[src/rtl/weight_pingpong_shifter.sv]
// -----------------------------------------------------------------------------
// weight_pingpong_shifter
//
// Double-buffered weight tile loader for a systolic array. Incoming beats
// (one weight per lane) fill one bank while the other bank drains. A full
// bank is drained as DEPTH contiguous beats, in load order or in reverse
// load order. Each lane's output can be skewed by k cycles to match the
// array's diagonal wavefront.
//
// State table (drain controller)
//   state    | meaning
//   ---------+-----------------------------------------------------------
//   ST_IDLE  | no tile draining; waiting for drain_en and a full read bank
//   ST_DRAIN | presenting beats of bank rd_bank, drain_cnt counts down to 0
//
// Ports
//   clk        in   clock, all logic on the rising edge
//   rst        in   synchronous active-high reset
//   clear      in   synchronous flush of banks, counters and skew pipeline
//   in_valid   in   load beat offered
//   in_ready   out  load beat can be accepted
//   in_data    in   one beat, lane k at [k*DATA_W +: DATA_W]
//   drain_en   in   level, permits start of a tile drain
//   out_data   out  drained weights, lane-packed as in_data
//   out_valid  out  per-lane valid
//   out_last   out  per-lane final beat of the tile
//   full_cnt   out  number of full banks (0..2)
// -----------------------------------------------------------------------------
module weight_pingpong_shifter #(
    parameter int DATA_W  = 8,
    parameter int DEPTH   = 8,
    parameter int LANES   = 4,
    parameter int SKEW    = 1,
    parameter int REVERSE = 1
) (
    input  logic                      clk,
    input  logic                      rst,
    input  logic                      clear,
    input  logic                      in_valid,
    output logic                      in_ready,
    input  logic [LANES*DATA_W-1:0]   in_data,
    input  logic                      drain_en,
    output logic [LANES*DATA_W-1:0]   out_data,
    output logic [LANES-1:0]          out_valid,
    output logic [LANES-1:0]          out_last,
    output logic [1:0]                full_cnt
);

    localparam int              CNT_W    = $clog2(DEPTH);
    localparam int              BEAT_W   = LANES * DATA_W;
    localparam logic [CNT_W-1:0] LAST_IDX = CNT_W'(DEPTH - 1);

    typedef enum logic {
        ST_IDLE  = 1'b0,
        ST_DRAIN = 1'b1
    } state_t;

    state_t             state;
    state_t             state_nxt;
    logic [CNT_W-1:0]   drain_cnt;
    logic [CNT_W-1:0]   drain_cnt_nxt;
    logic [CNT_W-1:0]   wr_cnt;
    logic [CNT_W-1:0]   rd_addr;
    logic [1:0]         full;
    logic               wr_bank;
    logic               rd_bank;
    logic               accept;
    logic               wr_done;
    logic               drain_tc;
    logic [BEAT_W-1:0]  rd_beat;
    logic               head_valid;
    logic               head_last;

    logic [BEAT_W-1:0]  mem [2][DEPTH];

    // ---------------------------------------------------------------- load side
    assign in_ready = !full[wr_bank] && !rst && !clear;
    assign accept   = in_valid && in_ready;
    assign wr_done  = accept && (wr_cnt == LAST_IDX);

    // Storage is never reset; the full flags alone decide what is valid.
    always_ff @(posedge clk) begin
        if (accept) begin
            mem[wr_bank][wr_cnt] <= in_data;
        end
    end

    // ---------------------------------------------------------- drain control
    assign drain_tc = (state == ST_DRAIN) && (drain_cnt == '0);

    always_comb begin
        state_nxt     = state;
        drain_cnt_nxt = drain_cnt;
        case (state)
            ST_IDLE: begin
                if (drain_en && full[rd_bank]) begin
                    state_nxt     = ST_DRAIN;
                    drain_cnt_nxt = LAST_IDX;
                end
            end
            ST_DRAIN: begin
                if (drain_cnt == '0) begin
                    // On the terminal cycle rd_bank has not toggled yet, so
                    // the next tile sits in the other bank. Chaining here
                    // gives back-to-back tiles with no bubble.
                    if (drain_en && full[~rd_bank]) begin
                        drain_cnt_nxt = LAST_IDX;
                    end else begin
                        state_nxt = ST_IDLE;
                    end
                end else begin
                    drain_cnt_nxt = drain_cnt - 1'b1;
                end
            end
            default: begin
                state_nxt = ST_IDLE;
            end
        endcase
    end

    always_ff @(posedge clk) begin
        if (rst || clear) begin
            state     <= ST_IDLE;
            drain_cnt <= '0;
            wr_cnt    <= '0;
            wr_bank   <= 1'b0;
            rd_bank   <= 1'b0;
            full      <= 2'b00;
        end else begin
            state     <= state_nxt;
            drain_cnt <= drain_cnt_nxt;
            if (accept) begin
                wr_cnt <= wr_done ? '0 : wr_cnt + 1'b1;
                if (wr_done) begin
                    wr_bank <= ~wr_bank;
                end
            end
            if (drain_tc) begin
                rd_bank <= ~rd_bank;
            end
            // A tile completing on one bank and a drain ending on the other
            // in the same cycle update independent flag bits.
            for (int b = 0; b < 2; b++) begin
                if (drain_tc && (rd_bank == 1'(b))) begin
                    full[b] <= 1'b0;
                end else if (wr_done && (wr_bank == 1'(b))) begin
                    full[b] <= 1'b1;
                end
            end
        end
    end

    // The counter runs DEPTH-1 down to 0; forward order mirrors it.
    assign rd_addr    = (REVERSE != 0) ? drain_cnt : (LAST_IDX - drain_cnt);
    assign head_valid = (state == ST_DRAIN);
    assign head_last  = drain_tc;
    assign rd_beat    = head_valid ? mem[rd_bank][rd_addr] : '0;

    // ---------------------------------------------------------- lane skewing
    for (genvar k = 0; k < LANES; k++) begin : g_lane
        localparam int D = k * SKEW;

        logic [DATA_W-1:0] lane_d;
        logic              lane_v;
        logic              lane_l;

        if (D == 0) begin : g_direct
            assign lane_d = rd_beat[k*DATA_W +: DATA_W];
            assign lane_v = head_valid;
            assign lane_l = head_last;
        end else begin : g_delay
            // Data travels zeroed when invalid, so an idle lane drives zero.
            logic [DATA_W-1:0] d_q [D];
            logic [D-1:0]      v_q;
            logic [D-1:0]      l_q;

            always_ff @(posedge clk) begin
                if (rst || clear) begin
                    for (int i = 0; i < D; i++) begin
                        d_q[i] <= '0;
                    end
                    v_q <= '0;
                    l_q <= '0;
                end else begin
                    d_q[0] <= rd_beat[k*DATA_W +: DATA_W];
                    v_q[0] <= head_valid;
                    l_q[0] <= head_last;
                    for (int i = 1; i < D; i++) begin
                        d_q[i] <= d_q[i-1];
                        v_q[i] <= v_q[i-1];
                        l_q[i] <= l_q[i-1];
                    end
                end
            end

            assign lane_d = d_q[D-1];
            assign lane_v = v_q[D-1];
            assign lane_l = l_q[D-1];
        end

        // rst forces quiet outputs even before the first reset edge lands.
        assign out_data[k*DATA_W +: DATA_W] = rst ? '0 : lane_d;
        assign out_valid[k]                 = !rst && lane_v;
        assign out_last[k]                  = !rst && lane_l;
    end

    assign full_cnt = rst ? 2'd0 : ({1'b0, full[0]} + {1'b0, full[1]});

endmodule

[config.mk]
export PLATFORM = sky130hd
export DESIGN_NAME = weight_pingpong_shifter
export DESIGN_NICKNAME = d
export VERILOG_FILES = /design/src/rtl/weight_pingpong_shifter.sv
export SDC_FILE = /design/constraint.sdc
export NUM_CORES = 1
export LEC_CHECK = 0
export ABC_AREA = 1
export BUFFER_PORTS_ARGS = -buffer_cell sky130_fd_sc_hd__buf_4
export CAP_MARGIN = 20
export CORE_ASPECT_RATIO = 1.4
export CORE_MARGIN = 1.5
export CORE_UTILIZATION = 44
export DETAILED_ROUTE_END_ITERATION = 10
export PLACE_DENSITY_LB_ADDON = 0.15
export SLEW_MARGIN = 20
export SYNTH_ARGS = -nofsm -noshare
export SYNTH_HDL_FRONTEND = slang
export SYNTH_SLANG_ARGS = --single-unit
[constraint.sdc]
create_clock -name clk -period 9.01 [get_ports clk]
set_clock_uncertainty 0.05 [all_clocks]
set_input_delay 0.901 -clock clk [delete_from_list [all_inputs] [get_ports clk]]
set_output_delay 0.901 -clock clk [all_outputs]
set_load 0.05 [all_outputs]
==> impl_metrics.yaml, run 1 <==
cells_and_area:
  n_fill_cell: 4838
  seqCellArea_um2: 16700
  drive_above_1_share_pct: 9.62
  syn2layout_area_growth_pct: 13.5
  fin_nets: 2379
  num_antenna_cells: 0
  multiInputGateArea_um2: 5440
sta:
  worst_pin_slew_ns: 1.11
  setup_tns_ns: 0
  setup_viol: 0
  fmax_ghz: 0.234
  rsz0062_at_grt: "no"
  post-route-period-util_pct: 47.5
  slew_violations: 0
  hold_violations: 0
  max-slew-margin-rel_pct: 26.1
  final.min_clock_period_ns: 4.28
critical_path:
  worst-path-buf-inv: 3
  crit_required_ns: 8.06
  timing.rr.start: "wr_bank"
  cp_top_family: "buffers and inverters"
  crit_top_cell: "nand3_1"
  path_class: "flop to output pin"
  crit_path_max_incr_delay_ns: 0.66
  critPathLaunch: "drain_cnt[0]"
  worst-path-max-fanout: 61
  r2r_end: "mem[1][191]"
  arrival_ns: 3.33
  path_cells: "inv_4, buf_4, nand3_1, nand3_1, nand3_1, a21oi_1, buf_4"
  critPathSlowestCell: "buf_4"
  start_kind: "flop"
  reg2reg_slack_ns: 5.51
  ff2ff_path_depth: 3
  critPathCaptureType: "output pin"
floorplanning:
  ios: 80
  dieArea_um2: 55400
  die_h_um: 278
  start_util_pct: 44.6
  core_um2: 53300
  die_w_um: 199
  rows: 100
synth:
  synth_seq_cells: 578
  synth_cells: 2286
  synthXorXnorAreaFrac_pct: 0.0369
  synth-adder-area-share_pct: 0.263
  netlist.top_cell.by_area: "edfxtp_1"
  synth_ff_type: "edfxtp_1"
  syn-mean-instance-area_um2: 10.4
  ys_seq_area_share_pct: 70.3
  ys_top_cells_by_area: "edfxtp_1, nand2_1, nand3_1, dfxtp_1, inv_1"
  synthMostInstantiatedCell: "nand2_1"
  synth_simple_gate_area_share_pct: 21.1
  muxShareOfSynthArea_pct: 0
  yosysWarnings: 0
  synth_fp_nets: 2328
  synthDistinctLibCells: 26
  synth_edf_count: 512
  synth_top_area_share_pct: 64.7
  synth-compound-area-share_pct: 1.07
  syn_area_um2: 23800
  synth-async-reset-ratio_pct: 0
  synth_top_family_by_area: "simple AND/OR/NAND/NOR gates"
  ys_top_cells_by_count: "nand2_1, edfxtp_1, nand3_1"
min_path:
  min_from: "g_lane[3].g_delay.d_q[0][14]"
  hold_depth: 2
  worst_hold_path_type: "flop to flop"
  hold_end: "g_lane[3].g_delay.d_q[0][22]"
global_routing:
  grt_pass1_vias: 15000
  overflow: 0
  grt_max_degree: 107
  grt.total_usage_pct: 21.4
  grt_pass1_wl_um: 89200
  antenna_found_initial: 0
cts:
  post_cts_resized: 0
  hold_buffers: 0
  numClockSinks: 578
  ctsRootBufferMaster: "clkbuf_16"
  numCtsBuffers: 55
  htreeDepth: 2
  post_cts_buffers: 0
  path_clk_slew_ns: 0.06
  clockBufferDepth: 3
  cts_tree: "built"
  clock_latency_ns: 0.61
status:
  outcome: "complete, no violations"
detailed_routing:
  antenna_left: 0
  wire_per_inst_um: 18.7
  drc_errors: 0
  viasPerCell: 4.99
  dr_total_vias: 15500
  first_pass_iters: 5
  drt_iter0_drc: 1226
  routed_wl_um: 57700
power_and_ir_drop:
  power_w: 0.00533
  switchingPower_w: 0.00103
  ir_worst_vdd_v: 0.000129
  seq_power_share_pct: 54.7
  leakagePower_nw: 10.9
  internal_power_w: 0.00431
  swShare_pct: 19.2
  p_clk_share_pct: 44.0
  combPwrFrac_pct: 1.3
  power_density_nw_per_um2: 198
run:
  drv_cap: 0
placed_design:
  dpl.hpwl_um: 29300
  portBuffers: 79
  globalplace.congestion: 0.736
## cells by family after synthesis
kind of cell / Yosys count
adder cells (fa/ha/maj): 5
AO/OA/AOI/OAI: 50
AND/OR/NAND/NOR: 1205
flip-flops: 578
buffers and inverters: 447
XOR/XNOR: 1
## how the worst max path moves through the flow
stage	end	slack, ns	depth (start not counted)
floorplan	mem[0][192]	4.43	6
global placement	out_data[0]	5.11	9
detailed placement	mem[0][218]	5.02	7
CTS	out_data[4]	4.45	9
global route	out_data[7]	4.47	9
finish	out_data[7]	4.73	7
## registers in the layout (all words and copies together), names as in the netlist, named ones only
name / flops
mem: 512
g_lane.g_delay.l_q: 3
g_lane.lane_v: 1
g_lane.g_delay.v_q: 3
drain_cnt: 3
rd_bank: 1
wr_cnt: 3
full: 2
wr_bank: 1
g_lane.g_delay.d_q: 48
## through the flow
| step | std cells | setup slack [ns] | instance area (um^2) | util [%] | hold slack, ns |
|---|---|---|---|---|---|
| global route | 3095 | 4.47 | 27000 | 50.6 | 0.374 |
| detailed placement | 2994 | 5.02 | 25100 | 47.1 | 0.348 |
| finish | 3095 | 4.73 | 27000 | 50.6 | 0.356 |
| global placement | 2994 | 5.11 | 25100 | 47.1 | 0.347 |
| CTS | 3095 | 4.45 | 27000 | 50.6 | 0.358 |
| floorplan | 2286 | 4.43 | 23800 | - | 0.344 |
## cell usage in the layout, fill, tap and decap left out, types with 2 or more instances in the layout
| cell type | n |
|---|---|
| nand3_1 | 324 |
| inv_6 | 2 |
| dfxtp_1 | 62 |
| edfxtp_1 | 512 |
| dfxtp_2 | 2 |
| nand2_1 | 787 |
| nor3_2 | 3 |
| dfxtp_4 | 2 |
| clkinv_2 | 9 |
| nor3_4 | 5 |
| inv_2 | 6 |
| clkbuf_16 | 59 |
| o21ai_1 | 3 |
| bufinv_16 | 4 |
| clkbuf_8 | 9 |
| nor2_4 | 9 |
| buf_4 | 110 |
| clkbuf_1 | 12 |
| o21ai_0 | 4 |
| inv_1 | 320 |
| nor2_1 | 70 |
| clkinv_1 | 9 |
| a21oi_1 | 42 |
| nor2_2 | 3 |
| ha_1 | 5 |
## power groups by stage
| stage | registers (W) | clock network (W) | logic [W] |
|---|---|---|---|
| floorplan | 0.00298 | 0 | 0.0000184 |
| global placement | 0.00297 | 0 | 0.0000685 |
| detailed placement | 0.00297 | 0 | 0.0000704 |
| CTS | 0.00292 | 0.00240 | 0.0000705 |
| global route | 0.00292 | 0.00250 | 0.0000770 |
| finish | 0.00292 | 0.00235 | 0.0000695 |
## metal layers
| metal | vias up | wire (um) | GRT usage (%) | share of wire [%] |
|---|---|---|---|---|
| li1 | 7492 | - | - | - |
| met1 | 7496 | 25200 | 28.8 | 44 |
| met2 | 373 | 28300 | 36.0 | 49 |
| met3 | 90 | 2840 | 3.11 | 4.9 |
| met4 | 0 | 1350 | 6.09 | 2.3 |
| met5 | - | 0 | 0 | 0 |
## cell type report
cell class,instances,area share (%)
clock buffers,80,6.10
clock inverters,21,0.742
inverters,330,4.62
multi-input cells,1261,20.2
flip-flops and latches,578,61.9
well taps,714,3.31
repair buffers,111,3.10
## tightest hold or removal path: stages, from the launching register on
cell and delay (ns):
dfxtp_1 0.29, inv_1 0.04, nor2_1 0.03
(Power assumes the default switching activity.)
==> run 2: changes to the inputs <==
==> constraint.sdc (replaced) <==
create_clock -name clk -period 3.93 [get_ports clk]
set_clock_uncertainty 0.05 [all_clocks]
set_input_delay 0.393 -clock clk [delete_from_list [all_inputs] [get_ports clk]]
set_output_delay 0.393 -clock clk [all_outputs]
set_load 0.05 [all_outputs]
==> impl_metrics.yaml, run 2 (same netlist as run 1, synthesis figures left out) <==
status:
  outcome: "complete, no violations"
critical_path:
  crit_required_ns: 3.49
  start_kind: "flop"
  critPathCaptureType: "output pin"
  crit_path_max_incr_delay_ns: 0.65
  path_cells: "buf_12, nand2_1, nand2_1, nand2_1, nand3_1, nand3_1, a21oi_1, buf_4"
  path_class: "flop to output pin"
  arrival_ns: 2.86
  worst-path-max-fanout: 130
  critPathSlowestCell: "dfxtp_4"
  crit_top_cell: "nand2_1"
global_routing:
  grt_pass1_vias: 15100
  grt.total_usage_pct: 21.2
  antenna_found_initial: 0
  grt_max_degree: 131
  overflow: 0
  grt_pass1_wl_um: 88200
floorplanning:
  core_um2: 53300
  die_h_um: 278
  start_util_pct: 44.6
  rows: 100
  die_w_um: 199
  dieArea_um2: 55400
  ios: 80
power_and_ir_drop:
  ir_worst_vdd_v: 0.000368
  power_density_nw_per_um2: 453
  power_w: 0.0122
  leakagePower_nw: 10.9
cts:
  clockBufferDepth: 3
  cts_tree: "built"
  clock_latency_ns: 0.61
  post_cts_resized: 0
  path_clk_slew_ns: 0.07
  numCtsBuffers: 55
  ctsRootBufferMaster: "clkbuf_16"
  htreeDepth: 2
  hold_buffers: 0
  post_cts_buffers: 0
  numClockSinks: 578
sta:
  slew_violations: 0
  fmax_ghz: 0.303
  post-route-period-util_pct: 83.9
  worst_pin_slew_ns: 1.05
  hold_violations: 0
  rsz0062_at_grt: "no"
  setup_tns_ns: 0
  final.min_clock_period_ns: 3.30
  max-slew-margin-rel_pct: 29.8
  timing.hold.ws_ns: 0.0396
  setup_viol: 0
  fin_ws_ns: 0.631
detailed_routing:
  antenna_left: 0
  drc_errors: 0
  first_pass_iters: 5
  dr_total_vias: 15500
  routed_wl_um: 57300
  drt_iter0_drc: 1164
  wire_per_inst_um: 18.5
  viasPerCell: 4.99
cells_and_area:
  syn2layout_area_growth_pct: 13.9
  regMostFlops: "mem"
  top_regs: "mem: 512 flops, g_lane.g_delay.d_q: 48 flops"
  fin_nets: 2388
  largest_reg_flops: 512
  final_common_cell: "nand2_1"
  drive_above_1_share_pct: 9.99
  fin_cells: 3106
  layout_common_cells: "nand2_1, edfxtp_1, nand3_1"
  num_antenna_cells: 0
run:
  drv_cap: 0
placed_design:
  dp.cells: 3003
  place_ws_ns: 0.921
  portBuffers: 79
  globalplace.congestion: 0.777
  dpl.hpwl_um: 30500
min_path:
  worst_hold_path_type: "input port to flop"
==> run 2: layer usage <==
| metal | part of all wire [%] | global-route usage (%) | wire length, um |
|---|---|---|---|
| met1 | 43 | 27.9 | 24700 |
| met2 | 49 | 36.2 | 28000 |
| met3 | 4.9 | 2.90 | 2830 |
| met4 | 3.0 | 6.86 | 1750 |
| met5 | 0 | 0 | 0 |
==> run 2: per-stage QoR <==
step | utilization [%] | instance area (um^2)
after floorplan | - | 23800
final | 50.8 | 27100
after detailed placement | 47.3 | 25200
after global routing | 50.8 | 27100
after CTS | 50.8 | 27100
after global placement | 47.3 | 25200
==> run 2: path summary, 6_finish.rpt <==
path                                startpoint                            to  slack, ns  depth (start not counted)
setup / recovery                          flop                   out_data[0]       0.63                          8
hold / removal                      in_data[7]                   mem[1][199]       0.04                          1
setup reg to reg                       wr_bank                   mem[0][250]       0.93                          7
hold reg to reg   g_lane[3].g_delay.d_q[0][14]  g_lane[3].g_delay.d_q[0][22]       0.35                          2
==> run 2: critical path, delay by kind of cell (launching register included) <==
kind	cells	cell delay (ns)
and+or+nand+nor	5	0.47
AOI/OAI and AO/OA	1	0.30
DFF	1	0.65
buffers and inverters	2	0.80
==> run 2: report_power, final <==
part	total [W]	internal (W)	switching [W]
sequential	0.00669	0.00668	0.00000283
combinational	0.000164	0.0000396	0.000124
clock	0.00539	0.00311	0.00228
total	0.0122	0.00984	0.00241
==> run 2: layout make-up <==
class | count | area [um^2]
fillers | 4791 | 26200
flip-flops and latches | 578 | 16700
well taps | 714 | 893
multi-input cells | 1261 | 5440
repair buffers | 120 | 951
clock inverters | 34 | 313
inverters | 330 | 1250
clock buffers | 69 | 1510
==> run 3: changes to the inputs <==
==> constraint.sdc (replaced) <==
create_clock -name clk -period 3.5 [get_ports clk]
set_clock_uncertainty 0.05 [all_clocks]
set_input_delay 0.35 -clock clk [delete_from_list [all_inputs] [get_ports clk]]
set_output_delay 0.35 -clock clk [all_outputs]
set_load 0.05 [all_outputs]
==> impl_metrics.yaml, run 3 (same netlist as run 1, synthesis figures left out) <==
sta:
  timing.hold.ws_ns: 0.0323
  setup_tns_ns: 0
  rsz0062_at_grt: "no"
  fin_ws_ns: 0.478
  slew_violations: 0
  worst_pin_slew_ns: 0.866
  final.min_clock_period_ns: 3.02
  fmax_ghz: 0.331
  post-route-period-util_pct: 86.3
  hold_violations: 0
  setup_viol: 0
  max-slew-margin-rel_pct: 42.3
cts:
  numClockSinks: 578
  clockBufferDepth: 3
  clock_latency_ns: 0.62
  cts_tree: "built"
  htreeDepth: 2
  numCtsBuffers: 55
  ctsRootBufferMaster: "clkbuf_16"
  path_clk_slew_ns: 0.06
  post_cts_buffers: 0
power_and_ir_drop:
  power_w: 0.0133
  leakagePower_nw: 11.0
  power_density_nw_per_um2: 489
  ir_worst_vdd_v: 0.000258
detailed_routing:
  wl_met3_um: 2920
  dr_total_vias: 15500
  wire_per_inst_um: 18.0
  drt_iter0_drc: 1167
  top_layer_used: "met4"
  antenna_left: 0
  routed_wl_um: 56300
  wl_met2_um: 27800
  viasPerCell: 4.96
  drc_errors: 0
  first_pass_iters: 5
  wirelength_met1_um: 24200
cells_and_area:
  final_area_um2: 27300
  n_fill_cell: 4816
  largest_reg_flops: 512
  syn2layout_area_growth_pct: 14.8
  layout_common_cells: "nand2_1, edfxtp_1, nand3_1"
  regMostFlops: "mem"
  top_regs: "mem: 512 flops, g_lane.g_delay.d_q: 48 flops"
  drive_above_1_share_pct: 9.91
  num_antenna_cells: 0
  fin_nets: 2423
  final_common_cell: "nand2_1"
min_path:
  min_from: "in_data[18]"
  worst_hold_path_type: "input port to flop"
  hold_depth: 1
  hold_end: "mem[0][146]"
global_routing:
  overflow: 0
  antenna_found_initial: 0
  grt_max_degree: 147
  grt.total_usage_pct: 20.8
  grt_pass1_vias: 15100
  grt_pass1_wl_um: 86500
placed_design:
  portBuffers: 79
  dpl.hpwl_um: 30500
  postPlaceCellArea_um2: 25400
  place_ws_ns: 0.896
  globalplace.congestion: 0.779
floorplanning:
  die_w_um: 199
  start_util_pct: 44.6
  ios: 80
  rows: 100
  dieArea_um2: 55400
  die_h_um: 278
  core_um2: 53300
critical_path:
  worst-path-max-fanout: 68
  path_cells: "inv_4, nand3_1, nand3_1, nand3_1, a21oi_1, buf_4"
  crit_path_max_incr_delay_ns: 0.67
  crit_required_ns: 3.10
  ff2ff_path_depth: 7
  timing.rr.start: "drain_cnt[0]"
  critPathSlowestCell: "inv_4"
  path_class: "flop to output pin"
  arrival_ns: 2.62
  critPathCaptureType: "output pin"
  start_kind: "flop"
  r2r_end: "drain_cnt[0]"
  reg2reg_slack_ns: 1.05
  critPathLaunch: "drain_cnt[0]"
  crit_top_cell: "nand3_1"
run:
  drv_cap: 0
status:
  outcome: "complete, no violations"
run 3: repair_timing:
item,CTS,global route
hold buffers,26,0
gates resized for setup,0,0
hold endpoints to repair,365,0
run 3: worst max-delay path, delay by kind of cell (launching register included):
family	cells	cell delay [ns]
buf+inv	2	0.92
flops	1	0.46
simple gates	3	0.39
compound gates	1	0.22
run 3: cell type report:
| class | instances | area (um^2) | share of cell area (%) |
|---|---|---|---|
| Tap cell | 714 | 893 | 3.27 |
| Clock inverter | 15 | 113 | 0.413 |
| Inverter | 330 | 1250 | 4.57 |
| Timing Repair Buffer | 155 | 1330 | 4.87 |
| Sequential cell | 578 | 16700 | 61.2 |
| Clock buffer | 84 | 1570 | 5.74 |
| Multi-Input combinational cell | 1261 | 5440 | 19.9 |
run 3: through the flow:
step,util (%),instances
CTS,51.2,3137
global route,51.2,3137
detailed placement,47.6,3012
floorplan,-,2286
finish,51.2,3137
global placement,47.6,3012
run 3: how the worst max path moves through the flow:
stage          depth (start not counted)     endpoint  slack (ns)
2_1_floorplan                          6  mem[0][192]       -0.53
3_3_place_gp                           8   mem[1][68]        0.95
3_5_place_dp                           8   mem[0][69]        0.90
4_1_cts                                8  out_data[1]        0.44
5_1_grt                                8  out_data[1]        0.29
6_report                               6  out_data[7]        0.48
run 3: metal layers:
metal	vias up	global-route usage, %
met4	0	6.27
met1	7516	27.3
met2	377	35.4
met3	84	3.26
li1	7570	-
met5	-	0
run 3: power breakdown:
part           internal (W)  switching, W  leakage (nW)
sequential          0.00751    0.00000310          5.14
clock               0.00315       0.00248         0.828
combinational     0.0000641      0.000141          5.05
